`config.mk`:
```
export PLATFORM = sky130hd
export DESIGN_NAME = rv_dm_wb_bridge
export DESIGN_NICKNAME = d
export VERILOG_FILES = /design/src/rtl/rv_dm_wb_bridge_pkg.sv /design/src/rtl/rv_bus_timeout.sv /design/src/rtl/rv_dm_wb_bridge.sv
export SDC_FILE = /design/constraint.sdc
export NUM_CORES = 1
export LEC_CHECK = 0
export ABC_AREA = 1
export BUFFER_PORTS_ARGS = -buffer_cell sky130_fd_sc_hd__buf_2
export CAP_MARGIN = 40
export CORE_UTILIZATION = 50
export DETAILED_ROUTE_END_ITERATION = 10
export PLACE_DENSITY = 0.78
export SYNTH_ARGS = -nofsm -noshare
export SYNTH_HDL_FRONTEND = slang
export SYNTH_SLANG_ARGS = --single-unit
export TNS_END_PERCENT = 100
```
`constraint.sdc`:
```
create_clock -name clk_i -period 2.1 [get_ports clk_i]
set_input_delay 0.42 -clock clk_i [delete_from_list [all_inputs] [get_ports clk_i]]
set_output_delay 0.42 -clock clk_i [all_outputs]
set_load 0.05 [all_outputs]
```
`src/rtl/rv_dm_wb_bridge_pkg.sv`:
```
// -----------------------------------------------------------------------------
// rv_dm_wb_bridge_pkg
//   Shared definitions for the CPU data-port to Wishbone bridge:
//   bridge FSM state encoding, the default word returned on failed loads,
//   timeout counter width and an address word-alignment helper.
// -----------------------------------------------------------------------------
package rv_dm_wb_bridge_pkg;

    typedef enum logic [1:0] {
        BR_IDLE  = 2'd0,
        BR_ISSUE = 2'd1,
        BR_WAIT  = 2'd2,
        BR_DONE  = 2'd3
    } br_state_t;

    localparam logic [31:0] RV_ERROR_WORD = 32'h0000_0000;
    localparam int unsigned RV_TMO_W      = 16;

    // Wishbone addresses are word addresses; byte position travels in sel.
    function automatic logic [31:0] word_align(input logic [31:0] i_addr);
        return {i_addr[31:2], 2'b00};
    endfunction

endpackage

```
`src/rtl/rv_bus_timeout.sv`:
```
// -----------------------------------------------------------------------------
// rv_bus_timeout
//   Saturating cycle counter guarding one bus access.
//   Ports:
//     clk_i, rst_i  clock, synchronous active-high reset
//     i_clear       restart counting (asserted when a new access is accepted)
//     i_enable      count this cycle (access outstanding)
//     o_expired     this enabled cycle is the g_timeout-th one of the access
// -----------------------------------------------------------------------------
module rv_bus_timeout
    import rv_dm_wb_bridge_pkg::*;
#(
    parameter int unsigned g_timeout = 255
) (
    input  logic clk_i,
    input  logic rst_i,
    input  logic i_clear,
    input  logic i_enable,
    output logic o_expired
);

    localparam logic [RV_TMO_W-1:0] LP_LIMIT = RV_TMO_W'(g_timeout);
    localparam logic [RV_TMO_W-1:0] LP_LAST  = RV_TMO_W'(g_timeout - 1);

    // Number of enabled cycles already completed since the last clear.
    logic [RV_TMO_W-1:0] r_count;

    always_ff @(posedge clk_i) begin
        if (rst_i) begin
            r_count <= '0;
        end else if (i_clear) begin
            r_count <= '0;
        end else if (i_enable && (r_count != LP_LIMIT)) begin
            r_count <= r_count + 1'b1;
        end
    end

    // Flag the last permitted cycle so the FSM completes at its end edge.
    assign o_expired = i_enable && (r_count >= LP_LAST);

endmodule

```
`src/rtl/rv_dm_wb_bridge.sv`:
```
// -----------------------------------------------------------------------------
// rv_dm_wb_bridge
//   Turns each CPU data-memory load or store into one Wishbone B4 pipelined
//   single-beat cycle. A bus timeout completes the access with an error so a
//   missing slave cannot hang the core.
//   Ports:
//     clk_i, rst_i              clock, synchronous active-high reset
//     dm_*_i                    CPU request: address, store data, byte enables,
//                               load / store strobes
//     dm_ready_o                bridge idle, request accepted this cycle
//     dm_data_l_o               load data, valid with dm_load_done_o
//     dm_load_done_o            one-cycle load completion
//     dm_store_done_o           one-cycle store completion
//     wb_*_o / wb_*_i           Wishbone pipelined master port
//     bus_error_o               one-cycle pulse on bus error or timeout
//     bus_err_addr_o            request address of the last failed access
// -----------------------------------------------------------------------------
module rv_dm_wb_bridge
    import rv_dm_wb_bridge_pkg::*;
#(
    parameter int unsigned g_timeout    = 255,
    parameter logic [31:0] g_error_data = RV_ERROR_WORD
) (
    input  logic        clk_i,
    input  logic        rst_i,
    input  logic [31:0] dm_addr_i,
    input  logic [31:0] dm_data_s_i,
    input  logic [3:0]  dm_data_select_i,
    input  logic        dm_load_i,
    input  logic        dm_store_i,
    output logic        dm_ready_o,
    output logic [31:0] dm_data_l_o,
    output logic        dm_load_done_o,
    output logic        dm_store_done_o,
    output logic [31:0] wb_adr_o,
    output logic [31:0] wb_dat_o,
    output logic [3:0]  wb_sel_o,
    output logic        wb_we_o,
    output logic        wb_cyc_o,
    output logic        wb_stb_o,
    input  logic [31:0] wb_dat_i,
    input  logic        wb_ack_i,
    input  logic        wb_err_i,
    input  logic        wb_stall_i,
    output logic        bus_error_o,
    output logic [31:0] bus_err_addr_o
);

    br_state_t   r_state;
    logic [31:0] r_adr;
    logic [31:0] r_dat;
    logic [3:0]  r_sel;
    logic        r_we;
    logic        r_cyc;
    logic        r_stb;
    logic [31:0] r_req_addr;
    logic [31:0] r_data_l;
    logic        r_load_done;
    logic        r_store_done;
    logic        r_bus_error;
    logic [31:0] r_err_addr;

    logic w_accept;
    logic w_tmo_enable;
    logic w_expired;
    logic w_bus_resp;
    logic w_ok;
    logic w_fail;
    logic w_finish;

    assign w_accept     = (r_state == BR_IDLE) && (dm_load_i || dm_store_i);
    assign w_tmo_enable = (r_state == BR_ISSUE) || (r_state == BR_WAIT);

    rv_bus_timeout #(
        .g_timeout (g_timeout)
    ) u_timeout (
        .clk_i     (clk_i),
        .rst_i     (rst_i),
        .i_clear   (w_accept),
        .i_enable  (w_tmo_enable),
        .o_expired (w_expired)
    );

    // A slave response only counts once the strobe has been taken (stall low
    // in ISSUE) or while waiting. ack+err together is an error. A response in
    // the timeout cycle still wins over the timeout.
    always_comb begin
        w_bus_resp = ((r_state == BR_ISSUE) && !wb_stall_i) || (r_state == BR_WAIT);
        w_ok       = w_bus_resp && wb_ack_i && !wb_err_i;
        w_fail     = (w_bus_resp && wb_err_i) || (!w_ok && w_expired);
        w_finish   = w_ok || w_fail;
    end

    always_ff @(posedge clk_i) begin
        if (rst_i) begin
            r_state      <= BR_IDLE;
            r_adr        <= '0;
            r_dat        <= '0;
            r_sel        <= '0;
            r_we         <= 1'b0;
            r_cyc        <= 1'b0;
            r_stb        <= 1'b0;
            r_req_addr   <= '0;
            r_data_l     <= '0;
            r_load_done  <= 1'b0;
            r_store_done <= 1'b0;
            r_bus_error  <= 1'b0;
            r_err_addr   <= '0;
        end else begin
            r_load_done  <= 1'b0;
            r_store_done <= 1'b0;
            r_bus_error  <= 1'b0;

            if (w_finish) begin
                r_state      <= BR_DONE;
                r_cyc        <= 1'b0;
                r_stb        <= 1'b0;
                r_load_done  <= !r_we;
                r_store_done <= r_we;
                if (!r_we) begin
                    r_data_l <= w_fail ? g_error_data : wb_dat_i;
                end
                if (w_fail) begin
                    r_bus_error <= 1'b1;
                    r_err_addr  <= r_req_addr;
                end
            end else begin
                case (r_state)
                    BR_IDLE: begin
                        if (w_accept) begin
                            // Store wins when both strobes are raised.
                            r_adr      <= word_align(dm_addr_i);
                            r_dat      <= dm_data_s_i;
                            r_sel      <= dm_data_select_i;
                            r_we       <= dm_store_i;
                            r_req_addr <= dm_addr_i;
                            r_cyc      <= 1'b1;
                            r_stb      <= 1'b1;
                            r_state    <= BR_ISSUE;
                        end
                    end
                    BR_ISSUE: begin
                        if (!wb_stall_i) begin
                            r_stb   <= 1'b0;
                            r_state <= BR_WAIT;
                        end
                    end
                    BR_WAIT: begin
                        r_state <= BR_WAIT;
                    end
                    BR_DONE: begin
                        r_state <= BR_IDLE;
                    end
                    default: begin
                        r_state <= BR_IDLE;
                    end
                endcase
            end
        end
    end

    assign dm_ready_o      = (r_state == BR_IDLE);
    assign dm_data_l_o     = r_data_l;
    assign dm_load_done_o  = r_load_done;
    assign dm_store_done_o = r_store_done;
    assign wb_adr_o        = r_adr;
    assign wb_dat_o        = r_dat;
    assign wb_sel_o        = r_sel;
    assign wb_we_o         = r_we;
    assign wb_cyc_o        = r_cyc;
    assign wb_stb_o        = r_stb;
    assign bus_error_o     = r_bus_error;
    assign bus_err_addr_o  = r_err_addr;

endmodule

```
==> flow_summary.toml <==
[routing]
drc = 0
dr.pass1.iters = 5
viasPerCell = 4.742
num_vias = 6563
drtIter0Drc = 303
route.antenna.remaining_nets = 0
wl_um = 16310
wl_per_cell_um = 11.79

[min_path]
min-delay-start = "dm_data_select_i[2]"
hold-path-cell-count = 3
hold_class = "in2reg"
hold_end = "wb_sel_o[2]$_SDFFE_PP0P_"

[global_routing]
grt_start_max_net_pins = 69
grt_pass1_wl_um = 26570
overflow = 0
grt_antenna_before_repair = 1
grtUsageTotal_pct = 22.99
first_global_vias = 5725

[die]
dieArea_um2 = 14270
die_h_um = 119.5
rows = 42
io_pins = 246
core-area_um2 = 13350
fp.dieW_um = 119.5
initial_utilization_pct = 51.68

[logic_synthesis]
ys_types = 30
seq_area_frac_synth_pct = 45.27
syn_area_um2 = 6898
avgSynthCellArea_um2 = 6.898
synthCells = 1000
yosys_register_bits = 156
yosysWarningCount = 0

[clocking]
htreeDepth = 4
cts_buffers = 17
cts_tree = "done"
cts_sinks = 156
clock_latency_ps = 410
cts.clk_slew.worst_paths_ps = 60
postCtsResizedCells = 0
clockRootBuffer = "clkbuf_16"
clockBufferDepth = 2

[power_and_ir_drop]
p_leak_nw = 4.598
pwr_density_cell_nw_per_um2 = 1849
ir_drop_v = 0.001133

[status]
status = "complete, no violations"

[critical_path]
path_common_cell = "nand2_1"
cp_max_fo = 49
cp_cell_sequence = "inv_1 > ha_1 > nand2_1 > nand2_1 > nand2_1 > nand4_4 > buf_12 > nor2_1 > nor2_1"
crit_slowest_cell = "dfxtp_1"
rr_endpoint = "wb_dat_o[13]$_SDFFE_PP0P_"
worstPathArrival_ps = 2170
startpoint = "r_state[1]$_SDFFE_PP0P_"
startpoint_type = "flip-flop"
endpoint_kind = "flip-flop"
rrSetupSlack_ps = 240
slowest_delay_ps = 350
r2r_start = "r_state[1]$_SDFFE_PP0P_"
crit_type = "reg2reg"
cp.required_ps = 2410
reg2reg_depth = 9

[finish]
drive_above_1_share_pct = 25.50
syn_to_final_growth_pct = 23.96
num_antenna_cells = 0
final_core_util_pct = 64.06
final_cell_mix = "buf_2, nand2_1, nor2_1"
nets = 1309
layout_commonest_cell = "buf_2"
final_area_um2 = 8551

[placed_design]
hpwl_um = 11550
gp_congestion = 0.8276
place_area_um2 = 7991
portBuffers = 243

[timing]
fmax_ghz = 0.5372
min_period_ps = 1861
timing.final.crit_share_pct = 88.64
rsz0062_at_grt = "false"
finalClockSkew_ps = 8.470
finalSetupViolCount = 0
fin_tns_setup_ps = 0
hold_viol = 0
slew_violations = 0

[run]
maxCapViolations = 0
final cells by class:
type | count | area (µm²)
fill | 1221 | 4797
sequential | 156 | 3123
multi-input combinational | 646 | 2795
timing repair buffer | 263 | 1441
clock buffer | 23 | 478.0
inverter | 113 | 426.7
tap | 176 | 220.2
clock inverter | 7 | 66.31
per-stage QoR:
stage / std cells / total power, mW / setup WS [ps] / hold WS [ps]
2_1_floorplan: 1001 / 11.68 / 244.9 / 430.6
3_3_place_gp: 1352 / 12.90 / 255.9 / 441.5
3_5_place_dp: 1352 / 13.00 / 176.0 / 449.1
4_1_cts: 1382 / 15.87 / 154.3 / 212.0
5_1_grt: 1384 / 16.87 / 52.88 / 226.8
6_report: 1384 / 15.81 / 238.6 / 225.9
per-layer routing:
metal | vias to the layer above | global-route usage (%) | routed length, µm
met4 | 2 | 9.063 | 298
met1 | 2890 | 28.34 | 7080
met3 | 21 | 8.094 | 1428
met2 | 223 | 36.52 | 7490
met5 | - | 0 | 13
li1 | 3427 | - | -
registers in the layout (all words and copies together) (netlist names), 2 cells and up:
name and count:
bus_err_addr_o 32, wb_dat_o 32, dm_data_l_o 32, wb_sel_o 4, u_timeout.r_count 16, r_req_addr 32, r_state 2
logic make-up (layout without fill, tap and decap cells):
kind of cell | after synthesis | in the layout | synth area share, %
other cells | 1 | 2 | 0.05436
xor+xnor | 3 | 3 | 0.3810
buf+inv | 199 | 406 | 14.26
flops | 156 | 156 | 45.27
fa+ha+maj | 5 | 5 | 0.9069
simple gates | 521 | 521 | 30.67
compound gates | 115 | 115 | 8.453
where the power goes:
| group | switching [mW] | internal (mW) |
|---|---|---|
| Combinational | 6.39 | 2.05 |
| Clock | 1.14 | 1.70 |
| Sequential | 0.510 | 4.01 |
| Total | 8.04 | 7.76 |
timing repair:
action                                  4_1_cts  5_1_grt
endpoints found under the setup margin        0       10
buffers inserted                              0        2
hold buffers                                  0        0
cell usage after synthesis (all sizes together):
library cell | count | share of area, %
o21bai | 1 | 0.11
conb | 1 | 0.054
nor2 | 210 | 12
clkbuf | 14 | 0.76
a21oi | 73 | 5.3
nor3 | 8 | 0.58
nand3 | 64 | 4.8
nand2 | 232 | 13
buf | 72 | 7.3
ha | 5 | 0.91
nand4 | 4 | 0.58
o31ai | 1 | 0.11
xor2 | 3 | 0.38
a31oi | 2 | 0.18
nand3b | 1 | 0.11
inv | 113 | 6.1
o21ai | 38 | 2.8
or2 | 1 | 0.091
nor3b | 1 | 0.11
dfxtp | 156 | 45
how the worst max path moves through the flow:
stage	to	slack, ps
2_1_floorplan	wb_dat_o[10]$_SDFFE_PP0P_	240
3_3_place_gp	wb_we_o$_SDFFE_PP0P_	260
3_5_place_dp	r_req_addr[13]$_SDFFE_PP0P_	180
4_1_cts	wb_we_o$_SDFFE_PP0P_	150
5_1_grt	r_req_addr[29]$_SDFFE_PP0P_	50
6_report	wb_dat_o[13]$_SDFFE_PP0P_	240
critical path: cells and delay by family, from the launching register on:
kind,cells,cell delay (ps)
flip-flops,1,350
AND/OR/NAND/NOR,6,840
adder cells (fa/ha/maj),1,200
buffers and inverters,2,350
(Power assumes the default switching activity.)
